<file path="src/rtl/rgb_fade_top_if.sv">
// rtl/rgb_fade_top_if.sv - RGB LED drive bundle between the fader and the pins
interface rgb_fade_top_if;
  logic RGB_R;
  logic RGB_G;
  logic RGB_B;

  modport master (output RGB_R, output RGB_G, output RGB_B);
  modport slave  (input  RGB_R, input  RGB_G, input  RGB_B);
endinterface

</file>
<file path="src/rtl/rgb_fade_top.sv">
// rtl/rgb_fade_top.sv - six-phase HSV hue-wheel fader driving three PWM LED channels
// Define RGB_FADE_ACTIVE_HIGH_EN for active-high LED drive (default active-low).
module rgb_fade_top #(
  parameter int PWM_INTERVAL     = 1200,
  parameter int INC_DEC_INTERVAL = 10000,
  parameter int INC_DEC_MAX      = 200
) (
  input  logic            clk,
  input  logic            rst,
  rgb_fade_top_if.master  led
);

  localparam int INC_DEC_VAL = PWM_INTERVAL / INC_DEC_MAX;
  localparam int DUTY_W = $clog2(PWM_INTERVAL + 1);
  localparam int CNT_W  = (PWM_INTERVAL > 1)     ? $clog2(PWM_INTERVAL)     : 1;
  localparam int TMR_W  = (INC_DEC_INTERVAL > 1) ? $clog2(INC_DEC_INTERVAL) : 1;
  localparam int IDX_W  = (INC_DEC_MAX > 1)      ? $clog2(INC_DEC_MAX)      : 1;

  localparam logic [DUTY_W-1:0] FULL     = DUTY_W'(PWM_INTERVAL);
  localparam logic [DUTY_W-1:0] STEP     = DUTY_W'(INC_DEC_VAL);
  localparam logic [CNT_W-1:0]  CNT_LAST = CNT_W'(PWM_INTERVAL - 1);
  localparam logic [TMR_W-1:0]  TMR_LAST = TMR_W'(INC_DEC_INTERVAL - 1);
  localparam logic [IDX_W-1:0]  IDX_LAST = IDX_W'(INC_DEC_MAX - 1);

`ifdef RGB_FADE_ACTIVE_HIGH_EN
  localparam logic LED_ON = 1'b1;
`else
  localparam logic LED_ON = 1'b0;
`endif

  typedef enum logic [2:0] {P0, P1, P2, P3, P4, P5} phase_e;

  phase_e             phase_q, phase_d;
  logic [TMR_W-1:0]   step_tmr_q, step_tmr_d;
  logic [IDX_W-1:0]   step_idx_q, step_idx_d;
  logic [CNT_W-1:0]   pwm_cnt_q, pwm_cnt_d;
  logic [DUTY_W-1:0]  duty_r_q, duty_r_d, duty_g_q, duty_g_d, duty_b_q, duty_b_d;
  logic [DUTY_W-1:0]  cmp_r_q, cmp_r_d, cmp_g_q, cmp_g_d, cmp_b_q, cmp_b_d;
  logic               rgb_r_q, rgb_r_d, rgb_g_q, rgb_g_d, rgb_b_q, rgb_b_d;
  logic [DUTY_W-1:0]  cnt_ext;

  function automatic logic [DUTY_W-1:0] ramp_up(input logic [DUTY_W-1:0] d);
    return (d >= FULL - STEP) ? FULL : d + STEP;
  endfunction

  function automatic logic [DUTY_W-1:0] ramp_down(input logic [DUTY_W-1:0] d);
    return (d <= STEP) ? '0 : d - STEP;
  endfunction

  always_comb begin
    phase_d    = phase_q;
    step_tmr_d = step_tmr_q;
    step_idx_d = step_idx_q;
    duty_r_d   = duty_r_q;
    duty_g_d   = duty_g_q;
    duty_b_d   = duty_b_q;
    cmp_r_d    = cmp_r_q;
    cmp_g_d    = cmp_g_q;
    cmp_b_d    = cmp_b_q;
    cnt_ext    = DUTY_W'(pwm_cnt_q);

    pwm_cnt_d = (pwm_cnt_q == CNT_LAST) ? '0 : pwm_cnt_q + 1'b1;

    // The compare used at count 0 is the freshly latched duty, so a new
    // period starts cleanly with its own duty.
    if (pwm_cnt_q == '0) begin
      cmp_r_d = duty_r_q;
      cmp_g_d = duty_g_q;
      cmp_b_d = duty_b_q;
    end
    rgb_r_d = (cnt_ext < cmp_r_d) ? LED_ON : ~LED_ON;
    rgb_g_d = (cnt_ext < cmp_g_d) ? LED_ON : ~LED_ON;
    rgb_b_d = (cnt_ext < cmp_b_d) ? LED_ON : ~LED_ON;

    if (step_tmr_q == TMR_LAST) begin
      step_tmr_d = '0;
      case (phase_q)
        P0:      duty_g_d = ramp_up(duty_g_q);
        P1:      duty_r_d = ramp_down(duty_r_q);
        P2:      duty_b_d = ramp_up(duty_b_q);
        P3:      duty_g_d = ramp_down(duty_g_q);
        P4:      duty_r_d = ramp_up(duty_r_q);
        P5:      duty_b_d = ramp_down(duty_b_q);
        default: ;
      endcase
      if (step_idx_q == IDX_LAST) begin
        step_idx_d = '0;
        case (phase_q)
          P0:      phase_d = P1;
          P1:      phase_d = P2;
          P2:      phase_d = P3;
          P3:      phase_d = P4;
          P4:      phase_d = P5;
          default: phase_d = P0;
        endcase
      end else begin
        step_idx_d = step_idx_q + 1'b1;
      end
    end else begin
      step_tmr_d = step_tmr_q + 1'b1;
    end
  end

  always_ff @(posedge clk) begin
    if (rst) begin
      phase_q    <= P0;
      step_tmr_q <= '0;
      step_idx_q <= '0;
      pwm_cnt_q  <= '0;
      duty_r_q   <= FULL;
      duty_g_q   <= '0;
      duty_b_q   <= '0;
      cmp_r_q    <= FULL;
      cmp_g_q    <= '0;
      cmp_b_q    <= '0;
      rgb_r_q    <= ~LED_ON;
      rgb_g_q    <= ~LED_ON;
      rgb_b_q    <= ~LED_ON;
    end else begin
      phase_q    <= phase_d;
      step_tmr_q <= step_tmr_d;
      step_idx_q <= step_idx_d;
      pwm_cnt_q  <= pwm_cnt_d;
      duty_r_q   <= duty_r_d;
      duty_g_q   <= duty_g_d;
      duty_b_q   <= duty_b_d;
      cmp_r_q    <= cmp_r_d;
      cmp_g_q    <= cmp_g_d;
      cmp_b_q    <= cmp_b_d;
      rgb_r_q    <= rgb_r_d;
      rgb_g_q    <= rgb_g_d;
      rgb_b_q    <= rgb_b_d;
    end
  end

  assign led.RGB_R = rgb_r_q;
  assign led.RGB_G = rgb_g_q;
  assign led.RGB_B = rgb_b_q;

endmodule

</file>
<file path="src/flat_wrapper.sv">
// flat-port wrapper written by rule: the top's interface ports become plain ports
module rgb_fade_top_flat 
#(
  parameter int PWM_INTERVAL     = 1200,
  parameter int INC_DEC_INTERVAL = 10000,
  parameter int INC_DEC_MAX      = 200
)
  (clk, rst, led_RGB_R, led_RGB_G, led_RGB_B);
  rgb_fade_top_if led_i ();
  input  logic clk;
  input  logic rst;
  output wire logic [$bits(led_i.RGB_R)-1:0] led_RGB_R;
  output wire logic [$bits(led_i.RGB_G)-1:0] led_RGB_G;
  output wire logic [$bits(led_i.RGB_B)-1:0] led_RGB_B;
  assign led_RGB_R = led_i.RGB_R;
  assign led_RGB_G = led_i.RGB_G;
  assign led_RGB_B = led_i.RGB_B;
  rgb_fade_top #(.PWM_INTERVAL(PWM_INTERVAL), .INC_DEC_INTERVAL(INC_DEC_INTERVAL), .INC_DEC_MAX(INC_DEC_MAX)) u_core (.clk(clk), .rst(rst), .led(led_i));
endmodule
</file>
<file path="config.mk">
export PLATFORM = sky130hd
export DESIGN_NAME = rgb_fade_top_flat
export DESIGN_NICKNAME = d
export VERILOG_FILES = /design/src/rtl/rgb_fade_top_if.sv /design/src/rtl/rgb_fade_top.sv /design/src/flat_wrapper.sv
export SDC_FILE = /design/constraint.sdc
export NUM_CORES = 1
export LEC_CHECK = 0
export CORE_ASPECT_RATIO = 1.2
export CORE_MARGIN = 3
export CORE_UTILIZATION = 45
export DETAILED_ROUTE_END_ITERATION = 10
export SETUP_SLACK_MARGIN = 0.3
export SKIP_LAST_GASP = 1
export SLEW_MARGIN = 20
export SYNTH_ARGS = -nofsm -noshare
export SYNTH_HDL_FRONTEND = slang
export SYNTH_SLANG_ARGS = --single-unit
</file>
<file path="constraint.sdc">
create_clock -name clk -period 5.2 [get_ports clk]
set_input_delay 0.78 -clock clk [delete_from_list [all_inputs] [get_ports clk]]
set_output_delay 0.78 -clock clk [all_outputs]
set_load 0.005 [all_outputs]
</file>
==> reports/results.txt <==
After detailed routing, the number of remaining DRC violations is 0. The detailed-route via count is 5,349. The part of the power in combinational logic came out at 7.1%. The worst setup path is of the register to register kind.

The area growth from synthesis to layout is 6.35%. The tools report the number of hold violations in the final report as 0. Buffers inserted during post-CTS setup optimization: 0. The first global-routing pass estimated 24,500 um of wire. The largest buffer count on any clock path is 2, and the cell area power density is 247 mW/mm^2. Among all flip-flop cells after synthesis, the most frequent one is sky130_fd_sc_hd__dfxtp_1. Row generation in the floorplan step produced 45 rows. The max-slew headroom at the worst pin is 46.8%. The flow ran to the end, and the final reports show no timing, DRC or antenna violations. Setup violations remaining at the end of the flow were counted as 0. The wire length per cell after detailed routing is 16.1 um, and the area enclosed by the die boundary is 0.0149 mm^2. The initial utilization of the core area, before any placement, comes to 46.9%. Beginning of the critical path: u_core.cnt_ext[0]$_SDFF_PP0_. STA puts the critical path data arrival time at 3750 ps. For the final database, setup skew stands at 7.81 ps.

The clock reaches the later pin of the worst-skew pair after 350 ps. Across the VDD grid, the largest voltage drop is 0.224 mV. Once detail routing completed, the nets flagged for antenna violations numbered 0.

After legalization and detailed placement, the total HPWL measured 10,300 um. The logs give 4,949 for the via count of the first global-routing pass and 44 for the maximum number of pins on one net before global-route repair. The clock period minus final worst setup slack is 3520 ps, and the height of the chip is 133 um. The synthesized netlist contains 71 unique library cells. For the final weighted congestion in routability-driven placement, the log shows 0.902.

The number of nets in the synthesized netlist is 802. The number of hold buffers added after CTS was 0. Of the cells placed in the final design, the portion with a size suffix greater than 1 is 4.88%.

After detailed placement, the design holds a cell count of 885. After global routing the overflow that remains totals 0. Timing would allow up to 0.284 GHz.

The overall routing resource usage came out at 19.7%. The analysis attributes to net switching a power of 0.000381 W. The top-level port count was 5. Proportion of power drawn by the clock network: 42.2%.

Adding up every negative setup slack in the final design gives 0 ps. For this design, the sink count on the clock tree is 102. The average instance in the mapped netlist occupies 7.99 um^2. In this run, the number of DRC markers left after iteration 0 of detailed routing was 323.

Data on the critical path is required at its endpoint by 5430 ps. The number of pins exceeding their max-slew limit in the final report was 0; the number of CTS-inserted buffers was 9. The category of the worst setup path launch point was a register. The final layout contains 774 nets. The number of fill cells is 1,281, and the chip width is 112 um. The worst hold-check path type was register to register. Max-cap violations in this run came to 0. In the final routing, the length of wire on met1 measures 6890 um.

The logs give 0.0129 mm^2 for the area of the placeable core and 760 for the cell count after synthesis. The H-tree was split into 3 levels. Ratio of final minimum period to clock period: 67.8%.

The run gives 0.00159 W as the final total power. Summed over all nets, wire length on met3 after detailed routing comes to 527 um. Per report_power, the sequential group accounts for 50.7% of the total.

The number of I/O port buffers was 4; the biggest fanout along the worst timing path was 35. Setup repair after global routing left no endpoint under its margin. The number of gates resized after CTS was 0.

Length of routed met2 wiring: 6850 um. Internal power comes to 0.00121 W. Sequential cells were found to cover 33.6% of the synthesized design area. The via count normalized by instance count works out to 5.94. Signal routing reaches up to met4. The pre-antenna-repair detailed-routing pass consisted of 5 iterations. The tools report the root buffer selected by CTS as sky130_fd_sc_hd__clkbuf_16. The worst hold path begins at u_core.step_tmr_q[0]$_SDFF_PP0_. After synthesis the cells add up to 0.00607 mm^2. Counting flops with an async set or reset pin after synthesis yields a share of 0%. The finished layout holds 901 standard cells, fillers aside.

Net switching is 23.9% of the power. During synthesis, Yosys emitted a total of 0 warnings. TritonCTS built the clock tree. Clock-pin slew was measured on the worst setup and hold paths at 70 ps. The total length of routed wires is 14,500 um, and the synthesized flop and latch total is 102. The launch instance of the worst register-to-register path was u_core.cnt_ext[0]$_SDFF_PP0_. In this run the static leakage power is 2.51 nW. STA classifies the critical path endpoint as a register. The logs give 0 for the number of antenna diodes and 0 for the number of antenna violations at the first check in global routing. The slew at the pin closest to its max-slew limit came out at 797 ps. Yosys mapped a number of flops with a built-in enable equal to 0.
==> flip-flops by register name, summed over array words and instances (netlist names) <==
register and cells:
u_core.phase_q 3, u_core.step_tmr_q 14, u_core.cmp_g_q 11, u_core.cnt_ext 11
u_core.step_idx_q 8, u_core.led.RGB_R 1, u_core.cmp_r_q 11, u_core.duty_g_q 10
u_core.led.RGB_G 1, u_core.led.RGB_B 1, u_core.duty_r_q 10, u_core.duty_b_q 10
u_core.cmp_b_q 11
==> power by group through the flow <==
| stage | combinational [W] | clock [W] | sequential (W) |
|---|---|---|---|
| 2_1_floorplan | 0.0000901 | 0 | 0.000818 |
| 3_3_place_gp | 0.000110 | 0 | 0.000825 |
| 3_5_place_dp | 0.000113 | 0 | 0.000825 |
| 4_1_cts | 0.000113 | 0.000696 | 0.000807 |
| 5_1_grt | 0.000127 | 0.000727 | 0.000809 |
| 6_report | 0.000112 | 0.000673 | 0.000807 |
==> cells in the mapped netlist, drive strengths merged (14+ instances only) <==
master,count,area [um^2]
a21oi,51,259
clkbuf,41,154
dfxtp,102,2040
ha,40,500
inv,23,86.3
mux2i,21,210
nand2,53,206
nand3,34,170
nand4,15,93.8
nor2,116,435
nor3,21,105
nor4,14,118
o21ai,30,150
xor2,19,166
==> cell type report <==
type                       instances  area, um^2  share of cell area [%]
tap                              164         205                    3.18
timing repair buffer               7        57.6                   0.892
inverter                          23        86.3                    1.34
clock buffer                      11         233                    3.61
sequential                       102        2040                    31.6
clock inverter                     5        60.1                   0.930
multi-input combinational        589        3770                    58.4
==> path summary, 6_finish.rpt <==
kind,end,slack [ps],cells after the start
setup / recovery,u_core.led.RGB_B$_SDFF_PP1_,1680,12
hold / removal,u_core.step_tmr_q[0]$_SDFF_PP0_,440,1
setup reg to reg,u_core.led.RGB_B$_SDFF_PP1_,1680,12
hold reg to reg,u_core.step_tmr_q[0]$_SDFF_PP0_,440,1
==> per-stage QoR <==
stage                     hold WS (ps)  utilization (%)  setup WS [ps]  area [um^2]
after detailed placement           437             47.6           1670         6160
after floorplan                    413                -           2330         6070
final                              441             49.8           1680         6450
after global routing               487             49.8           1330         6450
after CTS                          448             49.8           1680         6450
after global placement             423             47.6           1810         6160
==> cells by family after synthesis <==
group / share of synthesized area [%]
adder cells (fa/ha/maj): 8.25
flip-flops: 33.6
AND/OR/NAND/NOR: 27.4
multiplexers: 3.65
AO/OA/AOI/OAI: 18.3
buffers and inverters: 4.31
XOR/XNOR: 4.47
==> worst max-delay path, stage by stage, from the launching register on <==
cell and delay (ps):
sky130_fd_sc_hd__dfxtp_1 360, sky130_fd_sc_hd__inv_1 110, sky130_fd_sc_hd__ha_1 140, sky130_fd_sc_hd__nor4b_1 330
sky130_fd_sc_hd__nand3_2 680, sky130_fd_sc_hd__buf_4 470, sky130_fd_sc_hd__a21oi_1 230, sky130_fd_sc_hd__ha_1 280
sky130_fd_sc_hd__a21oi_1 140, sky130_fd_sc_hd__o21ai_0 100, sky130_fd_sc_hd__a21o_1 190, sky130_fd_sc_hd__a211oi_1 240
sky130_fd_sc_hd__o21ai_0 130
==> per-layer routing <==
layer | vias up | track usage [%]
li1 | 2687 | -
met1 | 2541 | 26.6
met2 | 107 | 31.7
met3 | 14 | 3.45
met4 | 0 | 6.95
met5 | - | 0
==> placed cells by master, fill, tap and decap left out, types with 11 or more instances in the layout <==
| master | count |
|---|---|
| sky130_fd_sc_hd__a211oi_1 | 11 |
| sky130_fd_sc_hd__xor2_1 | 19 |
| sky130_fd_sc_hd__nor2_1 | 116 |
| sky130_fd_sc_hd__a31oi_1 | 12 |
| sky130_fd_sc_hd__nor3_1 | 21 |
| sky130_fd_sc_hd__a21oi_1 | 50 |
| sky130_fd_sc_hd__o21ai_0 | 30 |
| sky130_fd_sc_hd__or3_1 | 11 |
| sky130_fd_sc_hd__dfxtp_1 | 102 |
| sky130_fd_sc_hd__ha_1 | 40 |
| sky130_fd_sc_hd__nand3_1 | 33 |
| sky130_fd_sc_hd__inv_1 | 23 |
| sky130_fd_sc_hd__nor4_1 | 12 |
| sky130_fd_sc_hd__nand4_1 | 15 |
| sky130_fd_sc_hd__nand2_1 | 52 |
| sky130_fd_sc_hd__xnor2_1 | 12 |
| sky130_fd_sc_hd__mux2i_1 | 21 |
No activity file was read; power rests on OpenSTA's default activity.
